**config.mk**
```make
export PLATFORM = sky130hd
export DESIGN_NAME = rrf
export DESIGN_NICKNAME = d
export VERILOG_FILES = /design/src/rtl/rrf_pkg.sv /design/src/rtl/rrf_free_list.sv /design/src/rtl/rrf.sv
export SDC_FILE = /design/constraint.sdc
export NUM_CORES = 1
export LEC_CHECK = 0
export ABC_CLOCK_PERIOD_IN_PS = 5100
export BUFFER_PORTS_ARGS = -buffer_cell sky130_fd_sc_hd__buf_2
export CAP_MARGIN = 20
export CORE_ASPECT_RATIO = 0.8
export CORE_MARGIN = 2
export CORE_UTILIZATION = 35
export CTS_BUF_LIST = sky130_fd_sc_hd__clkbuf_8
export CTS_CLUSTER_DIAMETER = 60
export CTS_CLUSTER_SIZE = 10
export DETAILED_ROUTE_END_ITERATION = 8
export GPL_TIMING_DRIVEN = 0
export HOLD_SLACK_MARGIN = 0.02
export PLACE_DENSITY_LB_ADDON = 0.25
export SLEW_MARGIN = 20
export SYNTH_ARGS = -nofsm -noshare
export SYNTH_HDL_FRONTEND = slang
export SYNTH_SLANG_ARGS = --single-unit
```
**constraint.sdc**
```tcl
create_clock -name clk -period 5.1 [get_ports clk]
set_input_delay 0.255 -clock clk [delete_from_list [all_inputs] [get_ports clk]]
set_output_delay 0.255 -clock clk [all_outputs]
set_load 0.05 [all_outputs]
```
**src/rtl/rrf_pkg.sv**
```systemverilog
// Shared sizes and types for the retirement register file and its free list.
package rrf_pkg;
    localparam int unsigned NUM_ARCH_REGS   = 32;
    localparam int unsigned NUM_PHYS_REGS   = 64;
    localparam int unsigned FREE_LIST_DEPTH = NUM_PHYS_REGS - NUM_ARCH_REGS;
    localparam int unsigned IDX_W           = 5;
    localparam int unsigned PTR_W           = IDX_W + 1;

    typedef logic [5:0]       phys_reg_t;
    typedef logic [4:0]       arch_reg_t;
    typedef logic [PTR_W-1:0] fl_ptr_t;
endpackage

```
**src/rtl/rrf_free_list.sv**
```systemverilog
// Circular physical-register free list: push at tail, speculative pop at
// spec_head, committed pop at commit_head, and rollback of spec_head on flush.
module rrf_free_list
    import rrf_pkg::*;
(
    input  logic      clk,
    input  logic      rst,
    input  logic      push,
    input  phys_reg_t push_pd,
    input  logic      commit_pop,
    input  logic      alloc_req,
    input  logic      flush,
    output phys_reg_t alloc_pd,
    output logic      alloc_valid,
    output fl_ptr_t   free_count
);
    phys_reg_t fl [FREE_LIST_DEPTH];
    fl_ptr_t   tail;
    fl_ptr_t   spec_head;
    fl_ptr_t   commit_head;
    fl_ptr_t   commit_head_nxt;
    logic      fire;

    assign free_count      = tail - spec_head;
    assign alloc_valid     = (free_count != '0);
    assign alloc_pd        = fl[spec_head[IDX_W-1:0]];
    assign fire            = alloc_req && alloc_valid && !flush;
    assign commit_head_nxt = commit_head + fl_ptr_t'(commit_pop);

    always_ff @(posedge clk) begin
        if (rst) begin
            for (int unsigned k = 0; k < FREE_LIST_DEPTH; k++) begin
                fl[k] <= phys_reg_t'(NUM_ARCH_REGS + k);
            end
            tail        <= fl_ptr_t'(FREE_LIST_DEPTH);
            spec_head   <= '0;
            commit_head <= '0;
        end else begin
            if (push) begin
                fl[tail[IDX_W-1:0]] <= push_pd;
                tail                <= tail + fl_ptr_t'(1);
            end
            commit_head <= commit_head_nxt;
            // Rollback targets the post-retire commit point so a coincident retire is kept.
            if (flush) begin
                spec_head <= commit_head_nxt;
            end else if (fire) begin
                spec_head <= spec_head + fl_ptr_t'(1);
            end
        end
    end
endmodule

```
**src/rtl/rrf.sv**
```systemverilog
// Retirement register file: committed arch->phys map plus the free list that
// recycles displaced physical registers back to rename.
module rrf
    import rrf_pkg::*;
(
    input  logic      clk,
    input  logic      rst,
    input  logic      commit_valid,
    input  arch_reg_t commit_rd,
    input  phys_reg_t commit_pd,
    input  logic      commit_regf_we,
    input  logic      alloc_req,
    output phys_reg_t alloc_pd,
    output logic      alloc_valid,
    input  logic      flush,
    output phys_reg_t rrf_map [NUM_ARCH_REGS],
    output fl_ptr_t   free_count
);
    phys_reg_t map [NUM_ARCH_REGS];
    logic      retire;
    phys_reg_t old_pd;

    // x0 never retires, so map[0] stays p0 and p0 is never freed.
    assign retire = commit_valid && commit_regf_we && (commit_rd != '0);
    assign old_pd = map[commit_rd];
    assign rrf_map = map;

    always_ff @(posedge clk) begin
        if (rst) begin
            for (int unsigned i = 0; i < NUM_ARCH_REGS; i++) begin
                map[i] <= phys_reg_t'(i);
            end
        end else if (retire) begin
            map[commit_rd] <= commit_pd;
        end
    end

    rrf_free_list u_free_list (
        .clk        (clk),
        .rst        (rst),
        .push       (retire),
        .push_pd    (old_pd),
        .commit_pop (retire),
        .alloc_req  (alloc_req),
        .flush      (flush),
        .alloc_pd   (alloc_pd),
        .alloc_valid(alloc_valid),
        .free_count (free_count)
    );
endmodule

```
# After elaboration in Yosys (flattened, before gate mapping)
# Memory sizes are Yosys's and may differ from the RTL's. A register that Yosys moved wholly into a read port is not among the register bits.
# Index checks and enable logic that the tools add are counted.
dict set report totals {
  reg_bits 210
  mem_bits_rw 192
  inputBits 17
  out_inout_bits 205
  elab_cells 71
  mem_count 1
}
dict set report classes {
  add_sub_neg 4
  n_lt_le_gt_ge 2
  muxes 18
  n_bitwise 1
  reduce_logical 10
}
# name words word_bits read_ports rd_clocked_by_memory_dff write_ports line_no
set mem_list {}
lappend mem_list {u_free_list.fl 32 6 1 1 32 rrf_free_list.sv:17} ;# phys_reg_t fl [FREE_LIST_DEPTH];
# operator n
set op_table {}
lappend op_table {{bitwise mux 192 bit} 1}
lappend op_table {{two-way mux 6 bit} 6}
lappend op_table {{binary-select mux 6 bit (select 5 bit)} 1}
lappend op_table {{demux 6 bit (select 5 bit)} 1}
lappend op_table {{two-way mux 5 bit} 3}
lappend op_table {{adder 6 x 1 -> 6 bit (second input constant)} 2}
lappend op_table {{adder 6 x 1 -> 6 bit} 1}
lappend op_table {{greater-or-equal comparator 6 bit (second input constant)} 1}
lappend op_table {{less-than comparator 6 x 1 -> 1 bit (second input constant)} 1}
lappend op_table {{two-way mux 1 bit} 6}
lappend op_table {{NOT 5 -> 6 bit} 1}
lappend op_table {{nonzero test 6 bit} 1}
lappend op_table {{OR reduction 6 bit} 1}
lappend op_table {{subtractor 6 bit} 1}
lappend op_table {{logical AND 1 bit} 5}
lappend op_table {{nonzero test 5 bit} 1}
lappend op_table {{nonzero test 2 bit} 1}
lappend op_table {{logical NOT 1 bit} 1}

# Logic depth before layout (Yosys ltp)
# Gate-level depths: netlist of run 1.
dict set report depth {
  word_depth 8
  depth_mapped 10
  mapped_depth_nobuf 10
}

# Hierarchy
# Synthesis of run 1 repeated with hierarchy kept, for this count alone.
dict set report hier_totals {
  cells_unflattened 1743
  area_unflattened_um2 18936.9
}
# mod n_inst cells_each area_each_um2 seq_area_each_um2
set modules_own_cells {}
lappend modules_own_cells {rrf_free_list 1 725 10119.7 6226.0}
lappend modules_own_cells {rrf 1 1018 8817.2 3843.7}

# Least setup slack after synthesis of run 1
# No wires, ideal clock.
dict set report synth_path {
  path_type {register -> register}
  startpoint {register u_free_list.tail[0]}
  endpoint {register u_free_list.spec_head[5]}
  setup_time_ns 0.122
  arrival_time_ns 2.964
  required_ns 4.978
  slack_ns 2.014
  stages_incl_launch_ff 11
  n_path_buf 0
  period_less_slack_ns 3.086
  cell_sequence {dfxtp_1 > inv_1 > ha_1 > inv_1 > fa_1 > xor2_1 > nor4_1 > mux2i_1 > o41ai_4 > o31a_1 > a221o_1}
}
dict set report synth_via {
  elab_chain_len 5
}
# item line_no
set synth_rtl {}
lappend synth_rtl {{start: declaration} rrf_free_list.sv:18} ;# fl_ptr_t tail;
lappend synth_rtl {{start signal: assignment} rrf_free_list.sv:35} ;# tail <= fl_ptr_t'(FREE_LIST_DEPTH);
lappend synth_rtl {{start signal: assignment} rrf_free_list.sv:41} ;# tail <= tail + fl_ptr_t'(1);
lappend synth_rtl {{subtractor 6 bit} rrf_free_list.sv:24} ;# assign free_count = tail - spec_head;
lappend synth_rtl {{net free_count[2]} rrf.sv:17} ;# output fl_ptr_t free_count
lappend synth_rtl {{nonzero test 6 bit} rrf_free_list.sv:25} ;# assign alloc_valid = (free_count != '0);
lappend synth_rtl {{logical AND 1 bit (2 in series)} rrf_free_list.sv:27} ;# assign fire = alloc_req && alloc_valid && !flush;
lappend synth_rtl {{nonzero test 2 bit (no line)} n/a}
lappend synth_rtl {{end signal: assignment} rrf_free_list.sv:46} ;# spec_head <= commit_head_nxt;
lappend synth_rtl {{end signal: assignment} rrf_free_list.sv:48} ;# spec_head <= spec_head + fl_ptr_t'(1);
lappend synth_rtl {{end: declaration} rrf_free_list.sv:19} ;# fl_ptr_t spec_head;
# The timed path passes the listed nets, and every way through them passes these cells.
# A chain may end at the register's enable or synchronous reset.

==> results.py, run 1 <==
metrics = {
    "status": {
        "status": "completed",
    },
    "clock_network": {
        "clockRootBuffer": "clkbuf_8",
        "ctsResizeCount": 0,
        "insertion_delay_ps": 660,
        "htreeDepth": 2,
        "cts_tree": "built",
        "cts.clk_slew.worst_paths_ps": 80,
        "clkSinkCount": 407,
        "postCtsSetupBuffers": 0,
        "cts_buffers": 48,
        "cts_hold_buffers": 9,
        "cts.path.max_buffers": 3,
    },
    "floorplan": {
        "die_y_um": 211.0,
        "start_util_pct": 35.60,
        "num_rows": 75,
        "die-area_um2": 55420,
        "die_x_um": 262.7,
        "core_area_um2": 52640,
        "pin_count": 222,
    },
    "yosys": {
        "synth_ff_type": "dfxtp_1",
        "syn_nets": 1612,
        "yosys.area.top_type": "edfxtp_1",
        "synthArstFlopShare_pct": 0,
        "synthesis.instances": 1582,
        "syn_area_um2": 18740,
        "yosysWarningCount": 0,
        "synth.area.top_cells": "edfxtp_1 31%, dfxtp_1 23%, mux4_2 13%",
        "ys_ff_latch": 407,
        "synth-seq-area-share_pct": 53.73,
        "avgSynthCellArea_um2": 11.85,
        "synthDistinctLibCells": 55,
        "synth_edf_count": 192,
        "yosysTopAreaCellShare_pct": 30.77,
    },
    "sta": {
        "final.setup.tns_ps": 0,
        "max_clock_freq_mhz": 244.6,
        "finalMaxSlewViolations": 0,
        "skew_ps": 53.00,
        "timing.hold.ws_ps": 122.8,
        "tightest_slew_ps": 1045,
        "setup-violations-final": 0,
        "timing.final.crit_share_pct": 80.16,
        "hold_viol_final": 0,
        "slew_headroom_pct": 30.07,
        "rsz0062_at_grt": "false",
        "fin_crit_ps": 4088,
    },
    "global_routing": {
        "grt.total_usage_pct": 23.58,
        "antenna_found_initial": 1,
        "grt_overflow_total": 0,
        "grt_pass1_vias": 13951,
        "grt_start_max_net_pins": 13,
        "grt_pass1_wl_mm": 95.68,
    },
    "layout": {
        "final_nets": 1889,
        "drive_gt1_share_pct": 24.54,
        "diodes": 0,
        "regArea_um2": 10070,
        "stdcell_count": 2580,
        "nFillCells": 5029,
        "syn_to_final_growth_pct": 15.52,
        "layout_commonest_cell": "buf_2",
        "finalInstanceArea_um2": 21650,
        "multi_input_area_um2": 7974,
        "layout_common_cells": "240 x buf_2, 227 x nand2_1, 215 x dfxtp_1, 192 x edfxtp_1, 170 x nor2_1",
    },
    "place": {
        "place_area_um2": 20700,
        "place_inst": 2493,
        "hpwl_mm": 49.42,
        "numPortBuffers": 218,
        "gp_congestion": 0.9480,
    },
    "worst_setup_path": {
        "path_class": "flip-flop to output pin",
        "critPathArrivalTime_ps": 3830,
        "required_ps": 4850,
        "crit_fanout": 10,
        "slowest_delay_ps": 630,
        "cp-end-kind": "output pin",
        "cpMaxStageDelayCell": "clkbuf_1",
        "crit_family": "buffers and inverters",
        "path_cells": "clkbuf_1 > clkbuf_1 > mux4_2 > mux4_2 > mux2_2 > buf_2",
        "path_buf_inv": 3,
        "start_kind": "flip-flop",
    },
    "drt": {
        "dr_total_vias": 14548,
        "wl_per_cell_um": 25.66,
        "postRouteAntennaNets": 0,
        "wl_mm": 66.20,
        "detail_route.iter0.violations": 1530,
        "dr.pass1.iters": 5,
        "drc_errors": 0,
        "vias_per_cell": 5.639,
    },
    "worst_hold_path": {
        "hp-class": "input port to flip-flop",
    },
    "flow_run": {
        "drv_cap": 0,
    },
    "power": {
        "power_leakage_nw": 7.233,
        "fin_total_pwr_mw": 6.494,
        "vdd_drop_max_mv": 0.2207,
        "power_density_nw_per_um2": 300.0,
    },
}
## kinds of logic (layout without fill, tap and decap cells)
kind of cell | after synthesis | count (layout) | share of synthesized area [%]
adder cells (fa/ha/maj) | 13 | 13 | 0.9080
XOR/XNOR | 12 | 12 | 0.5608
flip-flops | 407 | 407 | 53.73
buffers and inverters | 135 | 440 | 3.719
multiplexers | 179 | 179 | 18.07
AND/OR/NAND/NOR | 663 | 663 | 16.54
AO/OA/AOI/OAI | 173 | 173 | 6.463
## metrics by stage
| stage | utilization, % | setup slack (ps) |
|---|---|---|
| 2_1_floorplan | - | 2014 |
| 3_3_place_gp | 39.32 | 1776 |
| 3_5_place_dp | 39.32 | 1740 |
| 4_1_cts | 41.12 | 1029 |
| 5_1_grt | 41.12 | 866.5 |
| 6_report | 41.12 | 1012 |
## Yosys cell counts, drive strengths merged, types with 2 or more instances
cell type and n:
nor3 25, nand3 71, nand3b 18, xnor2 5, ha 12, a22o 2, nor3b 5, a21o 3
clkbuf 71, dfxtp 215, o22ai 2, or2 13, or3 5, edfxtp 192, a21oi 67, mux2i 55
nand4 2, a211oi 2, buf 52, o31a 6, a31oi 2, and2 6, xor2 7, nor2 177
nor4 4, inv 12, mux2 6, nor2b 70, or3b 3, nand2b 26, o21ai 16, mux4 118
nand2 227, and3 11, a211o 67
## tightest hold or removal path: cells and delay by family
| kind | cells | cell delay (ps) |
|---|---|---|
| buf+inv | 1 | 120 |
| simple gates | 1 | 150 |
| compound gates | 2 | 190 |
## layer usage
metal	vias up	wire length [um]	global-route usage, %
met4	0	1973	6.956
met3	112	6503	6.214
met2	738	28610	35.03
met1	7396	29110	33.78
li1	6302	-	-
met5	-	0	0
## registers in the layout (all words and copies together), names as in the netlist, named ones only
signal,cells
u_free_list.fl,192
rrf_map,192
u_free_list.commit_head,6
u_free_list.tail,6
u_free_list.spec_head,6
## final cells by class
type	count	area share, %
plain buffers	123	3.011
clock buffers	50	3.179
clock inverters	28	0.7918
inverters	12	0.2081
multi-input cells	1040	36.83
flip-flops and latches	407	46.51
well taps	693	4.005
repair buffers	227	5.456
## where the power goes
| part | total (mW) | switching (mW) | leakage, nW | internal (mW) |
|---|---|---|---|---|
| Combinational | 0.788 | 0.539 | 3.37 | 0.249 |
| Clock | 2.23 | 1.23 | 0.519 | 1.00 |
| Sequential | 3.48 | 0.0274 | 3.35 | 3.45 |
| Total | 6.49 | 1.79 | 7.23 | 4.70 |
## path summary, 6_finish.rpt
kind | slack, ps | endpoint | from | cells past startpoint
worst max-delay path | 1010 | alloc_pd[3] | flip-flop | 6
worst min-delay path | 120 | u_free_list.spec_head[3] | alloc_req | 4
worst max register to register | 2140 | u_free_list.spec_head[1] | u_free_list.tail[0] | 10
worst min register to register | 470 | rrf_map[176] | rrf_map[176] | 2
Power figures use the tool's default switching activity.
==> run 2, diff against run 1 <==
--- a/config.mk
+++ b/config.mk
@@ -5,7 +5,8 @@
 export SDC_FILE = /design/constraint.sdc
 export NUM_CORES = 1
 export LEC_CHECK = 0
-export ABC_CLOCK_PERIOD_IN_PS = 5100
+export ABC_AREA = 1
+export ABC_CLOCK_PERIOD_IN_PS = 4100
 export BUFFER_PORTS_ARGS = -buffer_cell sky130_fd_sc_hd__buf_2
 export CAP_MARGIN = 20
 export CORE_ASPECT_RATIO = 0.8
==> constraint.sdc (replaced) <==
create_clock -name clk -period 4.1 [get_ports clk]
set_input_delay 0.205 -clock clk [delete_from_list [all_inputs] [get_ports clk]]
set_output_delay 0.205 -clock clk [all_outputs]
set_load 0.05 [all_outputs]
==> run 2 against run 1 <==
  * Combinational power rose by 50%
  * Count of clock-buffer cells in the layout fell by 1
  * Routed wire length up 6.7%
  * Die area shrank 3.9%
  * Critical path type unchanged
==> results.py, run 2 <==
metrics = {
    "layout": {
        "layout_common_cells": "350 x nand2_1, 324 x nor2_1, 253 x buf_2, 217 x o21ai_0, 215 x dfxtp_1",
        "finalInstanceArea_um2": 20870,
        "layout_commonest_cell": "nand2_1",
        "drive_gt1_share_pct": 15.78,
        "final_nets": 2342,
        "syn_to_final_growth_pct": 15.92,
    },
    "yosys": {
        "ys_ff_latch": 407,
        "synthArstFlopShare_pct": 0,
        "synth_ff_type": "dfxtp_1",
        "synth_xor_area_share_pct": 0.1946,
        "yosysWarningCount": 0,
        "yosys.area.top_type": "edfxtp_1",
        "synth-seq-area-share_pct": 55.92,
        "syn_nets": 2063,
        "yosysTopAreaCellShare_pct": 32.02,
        "synthesis.instances": 2033,
        "syn_area_um2": 18010,
        "synthDistinctLibCells": 35,
        "avgSynthCellArea_um2": 8.857,
        "synth-simple-area-share_pct": 18.87,
        "synth_compound_area_share_pct": 18.36,
        "synthAdderAreaFrac_pct": 0.9450,
        "synth_common_cells": "350 x nand2_1, 324 x nor2_1, 217 x o21ai_0",
        "synthMuxAreaShare_pct": 0,
        "synth_top_family_by_area": "simple AND/OR/NAND/NOR gates",
        "synth_edf_count": 192,
        "yosysMostFrequentCell": "nand2_1",
        "synth.area.top_cells": "edfxtp_1 32%, dfxtp_1 24%, nand2_1 7.3%",
    },
    "sta": {
        "layout_setup_ws_ps": 264.3,
        "tightest_slew_ps": 1083,
        "final.setup.tns_ps": 0,
        "finalMaxSlewViolations": 0,
        "setup-violations-final": 0,
        "slew_headroom_pct": 27.83,
        "skew_ps": 44.13,
        "fin_crit_ps": 3836,
        "max_clock_freq_mhz": 260.7,
        "hold_viol_final": 0,
        "timing.final.crit_share_pct": 93.55,
        "rsz0062_at_grt": "false",
    },
    "power": {
        "p_clk_share_pct": 32.8,
        "pwr-share-seq_pct": 52.8,
        "p_int_mw": 5.698,
        "switching_share_pct": 30.58,
        "vdd_drop_max_mv": 0.2474,
        "power_density_nw_per_um2": 393.2,
        "p_comb_share_pct": 14.4,
        "switchingPower_mw": 2.510,
        "power_leakage_nw": 8.031,
    },
    "worst_setup_path": {
        "start_kind": "flip-flop",
        "critPathArrivalTime_ps": 3630,
        "crit_family": "buffers and inverters",
        "slowest_delay_ps": 680,
        "cp-end-kind": "output pin",
        "path_cells": "clkbuf_1 > clkbuf_1 > clkbuf_1 > nor2_1 > o221ai_1 > nand3_1 > nand2_1 > nand2_1 > nand2_1 > buf_2",
        "cpMaxStageDelayCell": "clkbuf_1",
        "required_ps": 3890,
        "crit_fanout": 10,
        "path_class": "flip-flop to output pin",
        "path_buf_inv": 4,
    },
    "flow_run": {
        "drv_cap": 0,
    },
    "drt": {
        "detail_route.iter0.violations": 1885,
        "dr_total_vias": 16906,
        "vias_per_cell": 5.591,
        "dr.pass1.iters": 6,
        "postRouteAntennaNets": 0,
        "wl_per_cell_um": 23.35,
        "wl_mm": 70.60,
        "drc_errors": 0,
    },
    "global_routing": {
        "grt_start_max_net_pins": 13,
        "antenna_found_initial": 1,
        "grt_pass1_wl_mm": 103.2,
        "grt_overflow_total": 0,
        "grt_pass1_vias": 15897,
        "grt.total_usage_pct": 26.10,
    },
    "worst_hold_path": {
        "hp-class": "input port to flip-flop",
    },
    "place": {
        "numPortBuffers": 221,
        "hpwl_mm": 51.65,
        "place_area_um2": 19970,
        "dp_slack_ps": 1071,
        "gp_congestion": 1.007,
    },
    "clock_network": {
        "insertion_delay_ps": 660,
        "clockRootBuffer": "clkbuf_8",
        "cts.clk_slew.worst_paths_ps": 70,
        "cts_tree": "built",
        "htreeDepth": 2,
        "postCtsSetupBuffers": 0,
        "clkSinkCount": 407,
        "cts_buffers": 47,
        "cts.path.max_buffers": 3,
    },
    "floorplan": {
        "start_util_pct": 35.36,
        "pin_count": 222,
        "die_y_um": 206.9,
        "core_area_um2": 50920,
        "die_x_um": 257.6,
        "die-area_um2": 53290,
        "num_rows": 74,
    },
    "status": {
        "status": "completed",
    },
}
[run 2: final timing paths]
check / start / endpoint / slack, ps / depth (start not counted)
worst max-delay path: flip-flop / alloc_pd[4] / 260 / 10
worst min register to register: rrf_map[188] / rrf_map[188] / 440 / 2
worst max register to register: u_free_list.tail[0] / flip-flop / 1400 / 14
worst min-delay path: alloc_req / u_free_list.spec_head[5] / 100 / 4
[run 2: final cells by class]
class                           count  area, um2
Buffer                            125      513.0
Clock buffer                       49      674.4
Timing Repair Buffer              230       1196
Clock inverter                     26      135.1
Antenna cell                        2      5.005
Multi-Input combinational cell   1364       6908
Sequential cell                   407      10070
Fill cell                        5238      30050
Tap cell                          684      855.8
Inverter                          137      515.5
[run 2: layer usage]
metal  routed length, um  up-vias  global-route usage, %
met3                7626      162                  6.068
met1               31270     8133                  37.98
met2               28850     1003                  37.16
met5                   0        -                      0
met4                2852        0                  10.61
li1                    -     7608                      -
[run 2: worst min-delay path, stage by stage]
cell	delay (ps)
buf_2	80
nand2_1	180
a21oi_1	180
nor2_1	50
[run 2: what timing repair did]
| action | CTS | global route |
|---|---|---|
| hold endpoints to repair | 11 | 0 |
| resized for setup | 0 | 0 |
| hold buffers | 9 | 0 |
[run 2: cells by family (layout without fill, tap and decap cells)]
group,Yosys count,count (layout)
compound gates,539,539
xor+xnor,4,4
fa+ha+maj,13,13
buf+inv,262,567
flops,407,407
other cells,0,2
simple gates,808,808
[run 2: metrics by stage]
step / hold WS [ps] / utilization, % / power (mW) / instances
after detailed placement: 434.8 / 39.21 / 5.567 / 2938
after floorplan: 274.1 / - / 5.109 / 2033
after global routing: 120.8 / 40.98 / 8.468 / 3023
after CTS: 63.78 / 40.98 / 8.211 / 3022
final: 95.39 / 40.99 / 8.208 / 3024
after global placement: 432.0 / 39.21 / 5.558 / 2938
[run 2: power by group through the flow]
stage          Combinational [mW]  Sequential, mW  Clock [mW]
2_1_floorplan               0.654            4.45           0
3_3_place_gp                 1.14            4.42           0
3_5_place_dp                 1.14            4.42           0
4_1_cts                      1.15            4.33        2.73
5_1_grt                      1.25            4.34        2.89
6_report                     1.18            4.33        2.69
